[src/rtl/gate_deadtime_driver.sv]
// gate_deadtime_driver: dead-time protected H-bridge gate driver.
//
// The bridge command is registered once (r_cmd). Each leg then runs its own
// OFF / ON_HIGH / DEAD / ON_LOW state machine, and o_gate is registered from
// the next-state decode, so a conducting gate drops on the same edge the leg
// enters DEAD.
//
// Parameters:
//   DEAD_TIME  dead-time in i_clock cycles (0 behaves as 1)
//   PERIOD_W   width of the period counter / o_period
//
// Ports:
//   i_clock         clock, rising edge
//   i_RESET         asynchronous active-low reset
//   i_MOSFET[3:0]   bridge command: leg A = {high [0], low [2]}, leg B = {high [1], low [3]}
//   i_enable        driver enable, low forces all gates off
//   o_gate[3:0]     protected gate drive, same mapping as i_MOSFET
//   o_sigma[1:0]    registered sigma from o_gate: 01 = +1, 11 = -1, 00 = 0
//   o_period        cycles between consecutive rising edges of r_cmd[0]
//   o_period_valid  one-cycle strobe when o_period updates
//   o_fault         latched shoot-through fault
//
// Build option:
//   SHOOT_THROUGH_CHECK_EN  when defined, a same-leg high+low command latches
//                           o_fault and holds every gate off until reset.
//                           When undefined, such a leg request is ignored and
//                           o_fault is tied low.
module gate_deadtime_driver #(
    parameter int unsigned DEAD_TIME = 10,
    parameter int unsigned PERIOD_W  = 32
) (
    input  logic                i_clock,
    input  logic                i_RESET,
    input  logic [3:0]          i_MOSFET,
    input  logic                i_enable,
    output logic [3:0]          o_gate,
    output logic [1:0]          o_sigma,
    output logic [PERIOD_W-1:0] o_period,
    output logic                o_period_valid,
    output logic                o_fault
);

    localparam int unsigned DT_EFF = (DEAD_TIME == 0) ? 1 : DEAD_TIME;
    localparam int unsigned DCNT_W = (DT_EFF > 1) ? $clog2(DT_EFF) : 1;

    typedef enum logic [1:0] {
        ST_OFF     = 2'd0,
        ST_ON_HIGH = 2'd1,
        ST_DEAD    = 2'd2,
        ST_ON_LOW  = 2'd3
    } leg_state_t;

    logic [3:0]          r_cmd;
    logic                r_cmd0_d;
    logic [3:0]          gate_nxt;
    logic                kill;
    logic                rise;
    logic [PERIOD_W-1:0] period_cnt;
    logic                period_armed;

    // Shoot-through handling: kill forces both legs off for this edge.
`ifdef SHOOT_THROUGH_CHECK_EN
    logic shoot;

    assign shoot = |(r_cmd[1:0] & r_cmd[3:2]);
    assign kill  = o_fault | shoot;

    // Fault latches until reset; enable has no effect on it.
    always_ff @(posedge i_clock or negedge i_RESET) begin
        if (!i_RESET) begin
            o_fault <= 1'b0;
        end else if (shoot) begin
            o_fault <= 1'b1;
        end
    end
`else
    assign kill    = 1'b0;
    assign o_fault = 1'b0;
`endif

    // One state machine per leg; leg l drives gate bits l (high) and l+2 (low).
    for (genvar l = 0; l < 2; l++) begin : g_leg
        leg_state_t        state_q;
        leg_state_t        state_d;
        logic [DCNT_W-1:0] dcnt_q;
        logic [DCNT_W-1:0] dcnt_d;
        logic              req_h;
        logic              req_l;

        assign req_h = r_cmd[l];
        assign req_l = r_cmd[l+2];

        // State register.
        always_ff @(posedge i_clock or negedge i_RESET) begin
            if (!i_RESET) begin
                state_q <= ST_OFF;
                dcnt_q  <= '0;
            end else begin
                state_q <= state_d;
                dcnt_q  <= dcnt_d;
            end
        end

        // Next state. A high+low request on this leg (without the fault
        // option) freezes the leg, dead-time counter included.
        always_comb begin
            state_d = state_q;
            dcnt_d  = dcnt_q;
            if (kill || !i_enable) begin
                state_d = ST_OFF;
                dcnt_d  = '0;
            end else if (!(req_h && req_l)) begin
                unique case (state_q)
                    ST_OFF: begin
                        if (req_h || req_l) begin
                            state_d = ST_DEAD;
                            dcnt_d  = DCNT_W'(DT_EFF - 1);
                        end
                    end
                    ST_ON_HIGH: begin
                        if (req_l) begin
                            state_d = ST_DEAD;
                            dcnt_d  = DCNT_W'(DT_EFF - 1);
                        end else if (!req_h) begin
                            state_d = ST_OFF;
                        end
                    end
                    ST_ON_LOW: begin
                        if (req_h) begin
                            state_d = ST_DEAD;
                            dcnt_d  = DCNT_W'(DT_EFF - 1);
                        end else if (!req_l) begin
                            state_d = ST_OFF;
                        end
                    end
                    ST_DEAD: begin
                        // Full dead-time always elapses; the side is chosen
                        // only from the command present at expiry.
                        if (dcnt_q == '0) begin
                            if (req_h) begin
                                state_d = ST_ON_HIGH;
                            end else if (req_l) begin
                                state_d = ST_ON_LOW;
                            end else begin
                                state_d = ST_OFF;
                            end
                        end else begin
                            dcnt_d = dcnt_q - DCNT_W'(1);
                        end
                    end
                    default: begin
                        state_d = ST_OFF;
                        dcnt_d  = '0;
                    end
                endcase
            end
        end

        assign gate_nxt[l]   = (state_d == ST_ON_HIGH);
        assign gate_nxt[l+2] = (state_d == ST_ON_LOW);
    end

    assign rise = r_cmd[0] & ~r_cmd0_d;

    // Command register, gate/sigma outputs and period measurement.
    always_ff @(posedge i_clock or negedge i_RESET) begin
        if (!i_RESET) begin
            r_cmd          <= '0;
            r_cmd0_d       <= 1'b0;
            o_gate         <= '0;
            o_sigma        <= '0;
            o_period       <= '0;
            o_period_valid <= 1'b0;
            period_cnt     <= '0;
            period_armed   <= 1'b0;
        end else begin
            r_cmd          <= i_MOSFET;
            r_cmd0_d       <= r_cmd[0];
            o_gate         <= gate_nxt;
            o_period_valid <= 1'b0;

            if (o_gate[0] && o_gate[3]) begin
                o_sigma <= 2'b01;
            end else if (o_gate[1] && o_gate[2]) begin
                o_sigma <= 2'b11;
            end else begin
                o_sigma <= 2'b00;
            end

            // First rise after reset only starts the count.
            if (rise) begin
                period_cnt   <= '0;
                period_armed <= 1'b1;
                if (period_armed) begin
                    o_period       <= (&period_cnt) ? period_cnt : period_cnt + PERIOD_W'(1);
                    o_period_valid <= 1'b1;
                end
            end else if (!(&period_cnt)) begin
                period_cnt <= period_cnt + PERIOD_W'(1);
            end
        end
    end

endmodule

[config.mk]
export PLATFORM = sky130hd
export DESIGN_NAME = gate_deadtime_driver
export DESIGN_NICKNAME = d
export VERILOG_FILES = /design/src/rtl/gate_deadtime_driver.sv
export SDC_FILE = /design/constraint.sdc
export NUM_CORES = 1
export LEC_CHECK = 0
export ABC_AREA = 0
export BUFFER_PORTS_ARGS = -buffer_cell sky130_fd_sc_hd__buf_2
export CAP_MARGIN = 20
export CORE_ASPECT_RATIO = 1.5
export CORE_MARGIN = 3
export CORE_UTILIZATION = 35
export CTS_CLUSTER_SIZE = 20
export DETAILED_ROUTE_END_ITERATION = 16
export SYNTH_ARGS = -nofsm -noshare
export SYNTH_HDL_FRONTEND = slang
export SYNTH_SLANG_ARGS = --single-unit
[constraint.sdc]
create_clock -name i_clock -period 3 [get_ports i_clock]
set_input_delay 0.6 -clock i_clock [delete_from_list [all_inputs] [get_ports i_clock]]
set_output_delay 0.6 -clock i_clock [all_outputs]
set_load 0.01 [all_outputs]
# Word-level counts from Yosys, hierarchy flattened

Cells that the tools add are included.

Bits in writable memories: 0
Memories kept: 0
Memory bits (read-only): 0
Bits in latches: 0
Bits in registers: 89
Output and inout bits: 40
Input bits: 7

Equality and inequality tests: 20
Multiply operators: 0
Magnitude comparators: 0
Add/subtract/negate cells: 3
Div/mod/pow operators: 0
Bitwise gates (word level): 2
Shift operators: 0
Multiplexer cells: 42
Reductions and logical operators: 14

Operators by type and width:

| cell                                              | number |
|---|---|
| 2-to-1 mux 32 bit                                 | 2 |
| 2-to-1 mux 4 bit                                  | 12 |
| 2-to-1 mux 2 bit                                  | 22 |
| adder 32 x 1 -> 32 bit (second input constant)    | 1 |
| one-hot mux 4 bit (4 select lines)                | 2 |
| AND reduction 32 bit                              | 1 |
| inequality test 3 bit (second input constant)     | 8 |
| one-hot mux 2 bit (4 select lines)                | 2 |
| == test 2 bit (second input constant)             | 6 |
| AND reduction 5 bit                               | 2 |
| == test 2 x 1 -> 1 bit (second input constant)    | 4 |
| zero test 4 bit                                   | 2 |
| subtractor 4 x 1 -> 4 bit (second input constant) | 2 |
| logical AND 1 bit                                 | 4 |
| zero test 2 bit                                   | 2 |
| inequality test 2 bit (second input constant)     | 2 |
| logical OR 1 bit                                  | 2 |
| 2-to-1 mux 1 bit                                  | 2 |
| AND reduction 2 bit                               | 1 |
| bitwise AND 1 bit                                 | 1 |
| NOT 1 bit                                         | 1 |

# Longest topological paths before layout

Gate-level depths: netlist (run 1).

Depth in word-level cells: 7
Gate-level depth with buffers: 8

# Worst setup path before layout (run 1)

Ideal clock, no wire load.

Path kind: register to register
Start: register period_cnt[0]
End: register o_period[25]
Data required time: 2.918 ns
Data arrival time: 2.184 ns
Path slack: 0.734 ns
Stages on the path, launching flop included: 7
Path through: dfrtp_1 -> ha_1 -> nand4_1 -> or4_1 -> o311ai_1 -> o21ai_0 -> a31oi_1

Longest elaborated chain between the ends: 2

RTL lines:

| element                                                               | line | source |
|---|---|---|
| start, declared                                                       | 58   | `logic [PERIOD_W-1:0] period_cnt;` |
| start signal, assigned                                                | 199  | `period_cnt <= period_cnt + PERIOD_W'(1);` |
| adder 32 x 1 -> 32 bit / AND reduction 32 bit (equally long branches) | 195  | `o_period <= (&period_cnt) ? period_cnt : period_cnt + PERIOD_W'(1);` |
| 2-to-1 mux 32 bit *                                                   | -    |  |
| end signal, assigned                                                  | 195  |  |
| end, declared                                                         | 38   | `output logic [PERIOD_W-1:0] o_period,` |

Every way passes the cells marked *; elsewhere a longest branch is shown, timed or not.
A chain may end at the register's enable or synchronous reset.

# Final worst setup path (run 1)

Start: register period_cnt[0]
End: register period_cnt[25]

Longest elaborated chain between the ends: 3

RTL lines:

| element                                                               | line     | source |
|---|---|---|
| adder 32 x 1 -> 32 bit / AND reduction 32 bit (equally long branches) | 199, 198 |  |
| 2-to-1 mux 32 bit *                                                   | 198      | `end else if (!(&period_cnt)) begin` |
| 2-to-1 mux 32 bit *                                                   | 191      | `if (rise) begin` |

Marks and branches as above.

==> results of run 1 <==
cell families (layout without fill, tap and decap cells):
family | Yosys count | in the layout | synth area share
DFF | 89 | 89 | 0.5371
other | 1 | 1 | 0.0009044
xor gates and xnor gates | 17 | 17 | 0.03591
muxes | 5 | 5 | 0.01267
adders and majority gates | 3 | 3 | 0.009053
buffers and inverters | 33 | 82 | 0.03108
and+or+nand+nor | 176 | 176 | 0.2218
AOI/OAI and AO/OA | 100 | 100 | 0.1515
cells in the final DEF (no fill, tap or decap), types with 4 or more instances in the layout:
master	Yosys	layout
dfrtp_1	89	89
nor2_1	45	45
nand2_1	45	45
buf_2	1	44
o21ai_0	32	32
a21oi_1	23	23
nand3_1	17	17
inv_1	14	14
a31oi_1	14	14
nor3_1	11	11
xnor2_1	11	11
or3_1	9	9
clkbuf_16	0	9
and3_1	8	8
or4_1	8	8
nand2b_1	7	7
o31ai_1	7	7
a311oi_1	7	7
nand4_1	6	6
xor2_1	6	6
buf_4	1	6
clkbuf_8	0	5
nor2b_1	5	4
stage by stage:
stage / cell area [um^2] / total power, mW / setup slack [ns] / utilization
3_3_place_gp: 4549 / 1.681 / 0.4248 / 0.3945
6_report: 4877 / 2.865 / 0.2833 / 0.4230
5_1_grt: 4877 / 3.012 / 0.07431 / 0.4230
3_5_place_dp: 4549 / 1.696 / 0.3102 / 0.3945
2_1_floorplan: 4146 / 1.565 / 0.7335 / -
4_1_cts: 4877 / 2.910 / 0.2887 / 0.4230
registers in the layout, indices dropped and copies added, names as in the netlist:
signal	flops
r_cmd	4
o_sigma	2
o_period_valid	1
o_period	32
r_cmd0_d	1
period_cnt	32
g_leg.dcnt_q	8
o_gate	4
g_leg.state_q	4
period_armed	1
routing by layer:
layer / GRT usage / share of wire / vias up
met3: 0.04164 / 0.045 / 10
met5: 0 / 0 / -
met2: 0.2494 / 0.51 / 62
met4: 0.05171 / 0.015 / 0
met1: 0.1773 / 0.43 / 1584
li1: - / - / 1622
layout make-up:
class,count,area (um^2),area share
clock inverter,1,30.03,0.006157
clock buffer,15,297.8,0.06106
multi-input combinational,302,1793,0.3676
tap,150,187.7,0.03848
timing repair buffer,51,285.3,0.05849
sequential,89,2227,0.4566
inverter,15,56.30,0.01154
power groups by stage:
| stage | logic (mW) | clock network [mW] | registers, mW |
|---|---|---|---|
| after CTS | 0.328 | 1.24 | 1.35 |
| after global placement | 0.317 | 0 | 1.36 |
| after detailed placement | 0.327 | 0 | 1.37 |
| after floorplan | 0.192 | 0 | 1.37 |
| after global routing | 0.370 | 1.28 | 1.36 |
| final | 0.321 | 1.20 | 1.35 |
worst min path at each step:
stage                             from                 end  slack [ns]  depth (start not counted)
after global placement    period_armed        period_armed        0.45                          1
final                          i_RESET      o_period_valid        0.25                          1
after floorplan                i_RESET  g_leg[0].dcnt_q[0]        0.30                          0
after global routing           i_RESET      o_period_valid        0.31                          1
after detailed placement  period_armed        period_armed        0.46                          1
after CTS                      i_RESET      o_period_valid        0.29                          1
==> flow_summary.toml, run 1 <==
[final_layout]
final_cells = 623
nets = 478
antenna_cells = 0
drive_gt1_frac = 0.1649
num-fill-cells = 1178
syn2layout_area_growth_pct = 17.62

[clock_network]
cts_tree = "yes"
post_cts_resized = 0
numClockSinks = 89
clk_path_buf_depth = 2
cts_buffers = 9
cts_setup_buffers = 0
h-tree-depth = 3
postCtsHoldBufs = 0
clk_pin_slew_worst_paths_ns = 0.06
insertion_delay_ns = 0.34
clockRootBuffer = "clkbuf_16"

[synthesis]
ys_seq_area_frac = 0.5371
postSynthCellCount = 424
synth_warnings = 0
synthDistinctLibCells = 50
ys_ff_latch = 89
synth_area_mm2 = 0.004146
synth_edf_count = 0
synth.area.top_cells = "dfrtp_1 (54%), nand2_1 (4.1%), nor2_1 (4.1%)"
synth.largest_area_cell = "dfrtp_1"
synth_nets = 434
synthFlopType = "dfrtp_1"
async_flop_share = 1.000
avgSynthCellArea_um2 = 9.779
yosysTopAreaCellShare = 0.5371
yosysMostFrequentCell = "dfrtp_1"
synth_common_cells = "dfrtp_1 (89), nand2_1 (45), nor2_1 (45)"

[worst_setup_path]
startpoint = "period_cnt[0]"
crit_chain = "ha_1 -> nand4_1 -> or4_1 -> o311ai_1 -> o21ai_0 -> a21oi_1"
rrSetupSlack_ns = 0.28
arrival_ns = 2.98
critPathBufInv = 0
cp-end-kind = "flop"
r2r-start = "period_cnt[0]"
cp_num_cells = 6
slowest_stage = "or4_1"
cp_max_fo = 7
worstSetupPathType = "reg2reg"
crit_path_end = "period_cnt[25]"
timing.rr.end = "period_cnt[25]"
critPathMaxStageDelay_ns = 0.73
rr_worst_depth = 6
critPathLaunchType = "flop"
cp.required_ns = 3.27
cp_top_family = "simple AND/OR/NAND/NOR gates"

[timing]
max_slew.worst_pin.slew_ns = 0.7171
skew_ns = 0.007207
clock.fmax_ghz = 0.3681
slew_headroom = 0.5180
timing.final.crit_share = 0.9056
drv_slew = 0
setup_viol = 0
timing.final.crit_period_ns = 2.717
rsz0062_at_grt = "false"
hold_slack_ns = 0.2509
setup_tns_ns = 0
hold_violations = 0

[job]
maxCapViolations = 0

[grt]
grt_usage = 0.1476
grt_pass1_vias = 3254
antenna_found_initial = 0
grt_overflow = 0
grt_pass1_wl_um = 15580
grt_max_degree = 47

[power_and_ir_drop]
ir_drop_mv = 0.2861
p_clk_frac = 0.418
pwr-share-seq = 0.470
p_sw_frac = 0.2440
p_int_mw = 2.166
power_leakage_nw = 2.183
pwr-share-comb = 0.112
power_switching_mw = 0.6989
powerDensity_mw_per_mm2 = 587.4

[placement]
io_buffers = 45
gp_congestion = 0.9469
dp.final_hpwl_um = 6520
dp_cells = 607

[status]
status = "finished clean"

[min_path]
hp-class = "in2async"

[routing]
avgViaCountPerCell = 5.262
ant_nets = 0
finalWirelength_um = 8998
first_pass_iters = 4
drt-initial-drc-count = 130
vias = 3278
avgRoutedWirePerCell_um = 14.44
drc_errors = 0

[floorplan]
fp.dieH_um = 139.3
start_util = 0.3596
ios = 47
die_w_um = 94.87
die-area_mm2 = 0.01322
coreArea_mm2 = 0.01153
rows = 48
No activity file was read; power rests on OpenSTA's default activity.
==> run 2: changes to the inputs <==
--- a/config.mk
+++ b/config.mk
@@ -11,8 +11,8 @@
 export CORE_ASPECT_RATIO = 1.5
 export CORE_MARGIN = 3
 export CORE_UTILIZATION = 35
-export CTS_CLUSTER_SIZE = 20
 export DETAILED_ROUTE_END_ITERATION = 16
+export MAX_ROUTING_LAYER = met4
 export SYNTH_ARGS = -nofsm -noshare
 export SYNTH_HDL_FRONTEND = slang
 export SYNTH_SLANG_ARGS = --single-unit
==> constraint.sdc (replaced) <==
create_clock -name i_clock -period 3.13 [get_ports i_clock]
set_input_delay 0.626 -clock i_clock [delete_from_list [all_inputs] [get_ports i_clock]]
set_output_delay 0.626 -clock i_clock [all_outputs]
set_load 0.01 [all_outputs]
==> flow_summary.toml, run 2 (synthesis results as in run 1) <==
[final_layout]
num-fill-cells = 1178
syn2layout_area_growth_pct = 16.20
multiInputGateArea_mm2 = 0.001793
layout_commonest_cell = "dfrtp_1"
layout_common_cells = "dfrtp_1 (89), nor2_1 (45), nand2_1 (45)"
drive_gt1_frac = 0.1599
finalCoreUtilization = 0.4179
seqCellArea_mm2 = 0.002227
antenna_cells = 0
top_regs = "o_period: 32 flops, period_cnt: 32 flops, g_leg.dcnt_q: 8 flops"
nets = 476

[routing]
first_pass_iters = 4
finalWirelength_um = 9012
avgRoutedWirePerCell_um = 14.56
vias = 3232
drt-initial-drc-count = 182
avgViaCountPerCell = 5.221
ant_nets = 0
drc_errors = 0

[power_and_ir_drop]
p_int_mw = 1.974
power_leakage_nw = 2.154
ir_drop_mv = 0.2625
pwr-share-comb = 0.116
p_total_mw = 2.636
powerDensity_mw_per_mm2 = 547.0
pwr-share-seq = 0.490
power_switching_mw = 0.6616
p_clk_frac = 0.395
p_sw_frac = 0.2510

[worst_setup_path]
rr_worst_depth = 6
cp.required_ns = 3.39
critPathLaunchType = "flop"
cp_max_fo = 7
worstSetupPathType = "reg2reg"
r2r-start = "period_cnt[0]"
rrSetupSlack_ns = 0.48
timing.rr.end = "o_period[25]"
crit_path_end = "o_period[25]"
startpoint = "period_cnt[0]"
cp-end-kind = "flop"
arrival_ns = 2.91
critPathMaxStageDelay_ns = 0.71
slowest_stage = "or4_1"
crit_chain = "ha_1 -> nand4_1 -> or4_1 -> o311ai_1 -> o21ai_0 -> a31oi_1"

[placement]
dp.final_hpwl_um = 6482
gp_congestion = 0.9154
io_buffers = 45

[clock_network]
clk_pin_slew_worst_paths_ns = 0.06
cts_setup_buffers = 0
postCtsHoldBufs = 0
cts_tree = "yes"
cts_buffers = 9
clk_path_buf_depth = 2
numClockSinks = 89
clockRootBuffer = "clkbuf_16"
insertion_delay_ns = 0.34
post_cts_resized = 0
h-tree-depth = 3

[timing]
timing.final.crit_period_ns = 2.651
setup_tns_ns = 0
setup_viol = 0
max_slew.worst_pin.slew_ns = 0.8488
rsz0062_at_grt = "false"
clock.fmax_ghz = 0.3773
timing.final.crit_share = 0.8469
hold_violations = 0
slew_headroom = 0.4335
drv_slew = 0
skew_ns = 0.008415

[grt]
grt_overflow = 0
grt_pass1_vias = 3270
antenna_found_initial = 0
grt_max_degree = 90
grt_pass1_wl_um = 15730
grt_usage = 0.1527

[min_path]
hp-class = "in2async"

[floorplan]
ios = 47
start_util = 0.3596
rows = 48
die_w_um = 94.87
fp.dieH_um = 139.3
coreArea_mm2 = 0.01153
die-area_mm2 = 0.01322

[status]
status = "finished clean"

[job]
maxCapViolations = 0
run 2: layer usage:
layer,up-vias,global-route usage,wire length [um],share of wire
li1,1618,-,-,-
met1,1549,0.1793,3877,0.43
met2,54,0.2494,4656,0.52
met3,11,0.02920,316,0.035
met4,0,0.07072,161,0.018
met5,-,-,0,0
run 2: power groups by stage:
stage	combinational [mW]	sequential [mW]	clock [mW]
3_5_place_dp	0.312	1.31	0
3_3_place_gp	0.303	1.31	0
5_1_grt	0.350	1.30	1.13
6_report	0.305	1.29	1.04
2_1_floorplan	0.184	1.32	0
4_1_cts	0.312	1.29	1.07
run 2: per-stage QoR:
step           worst slack (ns)  instances  hold slack (ns)  instance area [um^2]
2_1_floorplan            0.8635        424           0.3304                  4146
3_3_place_gp             0.5392        605           0.4482                  4534
3_5_place_dp             0.4730        605           0.4522                  4534
4_1_cts                  0.4666        619           0.3389                  4818
5_1_grt                  0.2118        619           0.3549                  4818
6_report                 0.4793        619           0.3228                  4818
run 2: layout make-up:
| type | count | share of cell area |
|---|---|---|
| clock buffer | 10 | 0.04960 |
| clock inverter | 4 | 0.009348 |
| inverter | 15 | 0.01169 |
| multi-input combinational | 302 | 0.3721 |
| sequential | 89 | 0.4622 |
| tap | 150 | 0.03895 |
| timing repair buffer | 49 | 0.05609 |
run 2: how the worst min path moves through the flow:
| stage | to | cells past startpoint |
|---|---|---|
| CTS | o_period_valid | 2 |
| detailed placement | period_armed | 1 |
| floorplan | g_leg[0].dcnt_q[0] | 0 |
| global route | o_period_valid | 2 |
| global placement | period_armed | 1 |
| finish | o_period[25] | 2 |
run 2: critical path: cells and delay by family (launching register included):
kind	cells	cell delay [ns]
simple gates	2	1.03
flops	1	0.39
fa+ha+maj	1	0.22
compound gates	3	0.93
